**config.mk**
```make
export PLATFORM = sky130hd
export DESIGN_NAME = seg_scan_ctrl
export DESIGN_NICKNAME = d
export VERILOG_FILES = /design/src/rtl/seg_pkg.sv /design/src/rtl/seg_scan_ctrl_bin_hex.sv /design/src/rtl/seg_scan_ctrl.sv
export SDC_FILE = /design/constraint.sdc
export NUM_CORES = 1
export LEC_CHECK = 0
export BUFFER_PORTS_ARGS = -buffer_cell sky130_fd_sc_hd__buf_2
export CELL_PAD_IN_SITES_DETAIL_PLACEMENT = 1
export CELL_PAD_IN_SITES_GLOBAL_PLACEMENT = 1
export CORE_MARGIN = 8
export CORE_UTILIZATION = 50
export DETAILED_ROUTE_END_ITERATION = 12
export HOLD_SLACK_MARGIN = 0.03
export PLACE_DENSITY = 0.82
export SYNTH_ARGS = -nofsm -noshare
export SYNTH_HDL_FRONTEND = slang
export SYNTH_SLANG_ARGS = --single-unit
export TNS_END_PERCENT = 20
```
**constraint.sdc**
```tcl
create_clock -name clk -period 6.38 [get_ports clk]
set_input_delay 1.595 -clock clk [delete_from_list [all_inputs] [get_ports clk]]
set_output_delay 1.595 -clock clk [all_outputs]
set_load 0.05 [all_outputs]
```
**src/rtl/seg_pkg.sv**
```systemverilog
// Shared types and constants for the 7-segment scan controller.
package seg_pkg;

    typedef enum logic [1:0] {
        IDLE  = 2'd0,
        DRIVE = 2'd1,
        GAP   = 2'd2
    } seg_state_e;

    localparam logic [6:0] SEG_DARK = 7'h7F;

    localparam int unsigned MAX_DIGITS = 32;
    localparam logic [MAX_DIGITS-1:0] ANODES_OFF = '1;

    function automatic int unsigned max3(input int unsigned a, input int unsigned b,
                                         input int unsigned c);
        int unsigned m;
        m = (a > b) ? a : b;
        return (m > c) ? m : c;
    endfunction

endpackage

```
**src/rtl/seg_scan_ctrl_bin_hex.sv**
```systemverilog
// 4-bit to active-low 7-segment decoder, bit order {a,b,c,d,e,f,g}.
module bin_hex (
    input  logic [3:0] nibble_i,
    output logic [6:0] seg_o_c
);

    always_comb begin
        seg_o_c = 7'h7F;
        case (nibble_i)
            4'h0: seg_o_c = 7'h01;
            4'h1: seg_o_c = 7'h4F;
            4'h2: seg_o_c = 7'h12;
            4'h3: seg_o_c = 7'h06;
            4'h4: seg_o_c = 7'h4C;
            4'h5: seg_o_c = 7'h24;
            4'h6: seg_o_c = 7'h20;
            4'h7: seg_o_c = 7'h0F;
            4'h8: seg_o_c = 7'h00;
            4'h9: seg_o_c = 7'h04;
            4'hA: seg_o_c = 7'h08;
            4'hB: seg_o_c = 7'h60;
            4'hC: seg_o_c = 7'h31;
            4'hD: seg_o_c = 7'h42;
            4'hE: seg_o_c = 7'h30;
            4'hF: seg_o_c = 7'h38;
            default: seg_o_c = 7'h7F;
        endcase
    end

endmodule

```
**src/rtl/seg_scan_ctrl.sv**
```systemverilog
// Multiplexed N-digit 7-segment scan controller with dead-time and frame-aligned updates.
// Optional leading-zero blanking when SEG_LZ_BLANK_EN is defined.
module seg_scan_ctrl
    import seg_pkg::*;
#(
    parameter int unsigned N_DIGITS = 4,
    parameter int unsigned PRESCALE = 50000,
    parameter int unsigned DEAD_CYC = 2
) (
    input  logic                  clk,
    input  logic                  rst_n,
    input  logic                  enable,
    input  logic                  load,
    input  logic [4*N_DIGITS-1:0] value,
    output logic [N_DIGITS-1:0]   anodes,
    output logic [6:0]            segments,
    output logic                  frame_done
);

    localparam int unsigned VAL_W = 4 * N_DIGITS;
    localparam int unsigned CNT_W = $clog2(max3(PRESCALE, DEAD_CYC, 2));
    localparam int unsigned DIG_W = $clog2(max3(N_DIGITS, 2, 2));
    localparam logic [CNT_W-1:0] DRV_LAST = CNT_W'(PRESCALE - 1);
    localparam logic [CNT_W-1:0] GAP_LAST = CNT_W'((DEAD_CYC == 0) ? 0 : DEAD_CYC - 1);
    localparam logic [DIG_W-1:0] DIG_LAST = DIG_W'(N_DIGITS - 1);

    seg_state_e           state_q, state_d;
    logic [CNT_W-1:0]     cnt_q, cnt_d;
    logic [DIG_W-1:0]     digit_q, digit_d;
    logic [VAL_W-1:0]     disp_q, disp_d;
    logic [VAL_W-1:0]     pend_q, pend_d;
    logic [N_DIGITS-1:0]  anodes_q, anodes_d;
    logic [6:0]           segments_q, segments_d;
    logic                 frame_done_q, frame_done_d;
    logic                 advance, boundary;

    logic [3:0]           nibble;
    logic [6:0]           dec_seg;
    logic [N_DIGITS-1:0]  show;
    logic                 lit;

    // Sequencing, counter, digit index and double-buffer update
    always_comb begin
        state_d      = state_q;
        cnt_d        = cnt_q;
        digit_d      = digit_q;
        disp_d       = disp_q;
        pend_d       = pend_q;
        frame_done_d = 1'b0;
        advance      = 1'b0;
        boundary     = 1'b0;

        if (!enable) begin
            state_d = IDLE;
            cnt_d   = '0;
            digit_d = '0;
        end else begin
            case (state_q)
                IDLE: begin
                    state_d = DRIVE;
                    cnt_d   = '0;
                    digit_d = '0;
                end
                DRIVE: begin
                    if (cnt_q == DRV_LAST) begin
                        cnt_d = '0;
                        if (DEAD_CYC == 0) advance = 1'b1;
                        else               state_d = GAP;
                    end else begin
                        cnt_d = cnt_q + CNT_W'(1);
                    end
                end
                GAP: begin
                    if (cnt_q == GAP_LAST) begin
                        cnt_d   = '0;
                        state_d = DRIVE;
                        advance = 1'b1;
                    end else begin
                        cnt_d = cnt_q + CNT_W'(1);
                    end
                end
                default: state_d = IDLE;
            endcase
        end

        if (advance) begin
            if (digit_q == DIG_LAST) begin
                digit_d  = '0;
                boundary = 1'b1;
            end else begin
                digit_d = digit_q + DIG_W'(1);
            end
        end

        if (boundary) begin
            disp_d       = pend_q;
            frame_done_d = 1'b1;
        end

        // A load that coincides with a frame start bypasses the pending buffer
        if (load) begin
            pend_d = value;
            if (boundary || state_q == IDLE) disp_d = value;
        end
    end

    // Which digits are visible
    always_comb begin
        show = '1;
`ifdef SEG_LZ_BLANK_EN
        begin
            logic any_nz;
            any_nz = 1'b0;
            for (int i = int'(N_DIGITS) - 1; i >= 0; i--) begin
                any_nz  = any_nz | (|disp_d[4*i +: 4]);
                show[i] = any_nz | (i == 0);
            end
        end
`endif
    end

    // Digit mux feeding the shared decoder; outputs follow the next state
    always_comb begin
        nibble     = '0;
        lit        = 1'b0;
        anodes_d   = ANODES_OFF[N_DIGITS-1:0];
        segments_d = SEG_DARK;
        for (int i = 0; i < int'(N_DIGITS); i++) begin
            if (digit_d == DIG_W'(i)) begin
                nibble = disp_d[4*i +: 4];
                lit    = (state_d == DRIVE) && show[i];
                anodes_d[i] = !((state_d == DRIVE) && show[i]);
            end
        end
        if (lit) segments_d = dec_seg;
    end

    bin_hex u_bin_hex (
        .nibble_i (nibble),
        .seg_o_c  (dec_seg)
    );

    always_ff @(posedge clk or negedge rst_n) begin
        if (!rst_n) begin
            state_q      <= IDLE;
            cnt_q        <= '0;
            digit_q      <= '0;
            disp_q       <= '0;
            pend_q       <= '0;
            anodes_q     <= ANODES_OFF[N_DIGITS-1:0];
            segments_q   <= SEG_DARK;
            frame_done_q <= 1'b0;
        end else begin
            state_q      <= state_d;
            cnt_q        <= cnt_d;
            digit_q      <= digit_d;
            disp_q       <= disp_d;
            pend_q       <= pend_d;
            anodes_q     <= anodes_d;
            segments_q   <= segments_d;
            frame_done_q <= frame_done_d;
        end
    end

    assign anodes     = anodes_q;
    assign segments   = segments_q;
    assign frame_done = frame_done_q;

endmodule

```
==> impl_metrics.toml <==
[drt]
post_drt_via_cell_ratio = 5.70
drt_drc_violations_left = 0
drt_pre_antenna_iters = 4
ant_nets = 0
route.vias.total = 2394
average_detailed_routed_wire_length_per_instance_um = 18.3
detail_route.wirelength_um = 7700
drt_iter0_drc = 46

[sta]
setup_repair_after_global_routing_missed_its_margin = "no"
fin_crit_ns = 4.24
finalSetupViolCount = 0
max_slew_margin_pct = 38.5
setup_tns_ns = 0
clock-skew-final_ns = 0.0130
worstMarginPinSlew_ns = 0.923
drv_slew = 0
fmax_ghz = 0.236
finalCritPeriodShare_pct = 66.5
final-hold-violation-count = 0

[worst_setup_path]
rr_startpoint = "state_q[0]$_DFF_PN0_"
end_kind = "flip-flop"
critical_path_peak_fanout = 19
worst_ep_required_time_ns = 6.64
critPathArrivalTime_ns = 4.51
critPathCapture = "segments[3]$_DFF_PN1_"
worst-setup-path-type = "in2reg"
rrSetupSlack_ns = 2.24
r2r_cells = 14
critical_path.startpoint = "load"
reg2reg_to = "segments[3]$_DFF_PN1_"
critical_path.startpoint_type = "input pin"

[clocking]
cts-hold-fix-buffers = 0
cts_made_buffers = 9
postCtsSetupBuffers = 0
tritoncts_clock_tree = "done"
cts_num_sinks = 64
cts_buffer_depth = 2
h-tree-depth = 3
cts_root_buf = "clkbuf_8"
worstSkewPairLatency_ns = 0.36
cts_resized = 0
clkTransAtPathRegs_ns = 0.07

[yosys]
postSynthRegisterBits = 64
yosys_warning_total = 0
synth_largest_area_cell = "dfrtp_1"
synthDistinctLibCells = 59
synthCells = 303
async_flop_share_pct = 100
post_synth_main_area_contributors = "dfrtp_1, dfstp_2, mux2i_1"
synth_enable_flop_cells = 0
synth.net_count = 336
avgSynthCellArea_um2 = 11.1
seq_area_frac_synth_pct = 48.1
postSynth.topFlopCell = "dfrtp_1"
synthesis.area_mm2 = 0.00336
synth_largest_type_area_fraction_pct = 39.5

[floorplanning]
floorplan.initialDensity_pct = 50.5
die_area_mm2 = 0.00959
top_level_ports = 32
vertical_extent_of_the_die_um = 97.9
dieWidth_um = 97.9
floorplan.rows = 30
core_footprint_mm2 = 0.00664

[global_routing]
grt_start_max_net_pins = 65
grt_pass1_wl_um = 13400
grt_util_all_layers_pct = 17.5
number_of_antenna_violations_at_the_first_check_in_global_routing = 0
first_global_vias = 2722
globalRoute.totalOverflow = 0

[finish]
final_core_util_pct = 55.6
post-route-cell-area_mm2 = 0.00370
insertedDiodeCount = 0
final_net_count = 368
layout-drive-gt1-share_pct = 29.1
area_growth_pct = 10.1

[hold_path]
hp-start = "pend_q[10]$_DFFE_PN0P_"
timing.hold.worst.class = "reg2reg"

[place]
place.detailed.hpwl_um = 5420
placed_standard_cell_area_mm2 = 0.00352
gp_congestion = 0.776
portBuffers = 31

[power_and_ir_drop]
power_leakage_nw = 1.56
powerDensity_mw_per_mm2 = 255
worst_ir_drop_on_vdd_uv = 97.3

[outcome]
outcome = "completed"

[flow_run]
cap_violations = 0
## worst max-delay path: stages
cell	delay, ns
buf_2	0.35
and3_1	0.27
a22o_2	0.31
o21ai_1	0.15
a22o_1	0.23
a221oi_1	0.73
ha_1	0.35
inv_1	0.10
mux2i_1	0.14
nor4_1	0.06
a41oi_1	0.22
## kinds of logic after synthesis
group | count (synthesis) | share of synthesized area (%)
adder cells (fa/ha/maj) | 13 | 4.85
XOR/XNOR | 12 | 3.13
flip-flops | 64 | 48.1
AND/OR/NAND/NOR | 101 | 16.0
multiplexers | 38 | 12.2
buffers and inverters | 25 | 4.70
AO/OA/AOI/OAI | 50 | 11.0
## layout by cell type (no fill, tap or decap), types with 3 or more instances in the layout
master,instances
clkinv_2,4
mux2i_1,20
a2111oi_0,6
and3_1,3
dfrtp_1,53
xor2_1,8
buf_2,31
nor2b_1,3
nand4_1,3
clkbuf_8,11
nand2b_1,3
xnor2_1,4
o21ai_1,6
nand2_1,23
mux2_2,16
nand3_1,9
inv_1,9
dfstp_2,11
nor2_1,33
nor3_1,4
a21oi_1,10
o21ai_0,8
ha_1,13
## synth_stat cells (all sizes together), types with 2 or more instances
| cell type | number |
|---|---|
| nor4 | 4 |
| o21ai | 15 |
| buf | 8 |
| nor2b | 3 |
| xor2 | 8 |
| and3 | 5 |
| nor2 | 33 |
| mux2 | 18 |
| ha | 13 |
| clkinv | 2 |
| nand2 | 25 |
| nand2b | 4 |
| inv | 11 |
| dfstp | 11 |
| nor4b | 3 |
| nand3 | 9 |
| clkbuf | 4 |
| dfrtp | 53 |
| mux2i | 20 |
| xnor2 | 4 |
| nor3 | 4 |
| a22o | 3 |
| or4 | 2 |
| o221ai | 4 |
| a21oi | 10 |
| o211ai | 2 |
| a2111oi | 8 |
| a221oi | 2 |
| nand4 | 3 |
## report_power, final
| part | leakage, nW | switching, W | internal [W] |
|---|---|---|---|
| clock network | 0.0894 | 0.000160 | 0.000161 |
| logic | 0.693 | 0.000108 | 0.0000550 |
| registers | 0.782 | 0.0000137 | 0.000444 |
## routing by layer
layer  share of wire, %  track usage, %
met3                2.9            2.92
met4                2.5            10.1
met5                  0               0
met2                 50            29.0
met1                 44            21.0
## through the flow
step | std cells | setup slack [ns] | hold WS [ns] | total power (W)
after floorplan | 303 | 2.31 | 0.480 | 0.000581
after global placement | 404 | 1.94 | 0.492 | 0.000618
after detailed placement | 404 | 1.81 | 0.500 | 0.000628
after CTS | 420 | 2.10 | 0.516 | 0.000952
after global routing | 420 | 1.86 | 0.525 | 0.000981
final | 420 | 2.14 | 0.514 | 0.000942
## layout make-up
class / instances / area, um^2
fill: 759 / 2950
sequential: 64 / 1620
multi-input combinational: 214 / 1580
timing repair buffer: 33 / 170
clock buffer: 13 / 159
tap: 80 / 100
inverter: 13 / 51.3
clock inverter: 3 / 17.5
## registers in the layout, summed over array words and instances, names as in the netlist
| register | cells |
|---|---|
| cnt_q | 16 |
| disp_q | 16 |
| pend_q | 16 |
| segments | 7 |
| anodes | 4 |
| digit_q | 2 |
| state_q | 2 |
| frame_done | 1 |
## worst min path at each step
stage | end | slack [ns] | depth (start not counted)
2_1_floorplan | pend_q[0]$_DFFE_PN0P_ | 0.48 | 1
3_3_place_gp | pend_q[0]$_DFFE_PN0P_ | 0.49 | 1
3_5_place_dp | pend_q[10]$_DFFE_PN0P_ | 0.50 | 1
4_1_cts | pend_q[10]$_DFFE_PN0P_ | 0.52 | 1
5_1_grt | pend_q[10]$_DFFE_PN0P_ | 0.52 | 1
6_report | pend_q[10]$_DFFE_PN0P_ | 0.51 | 1
(Power assumes the default switching activity.)
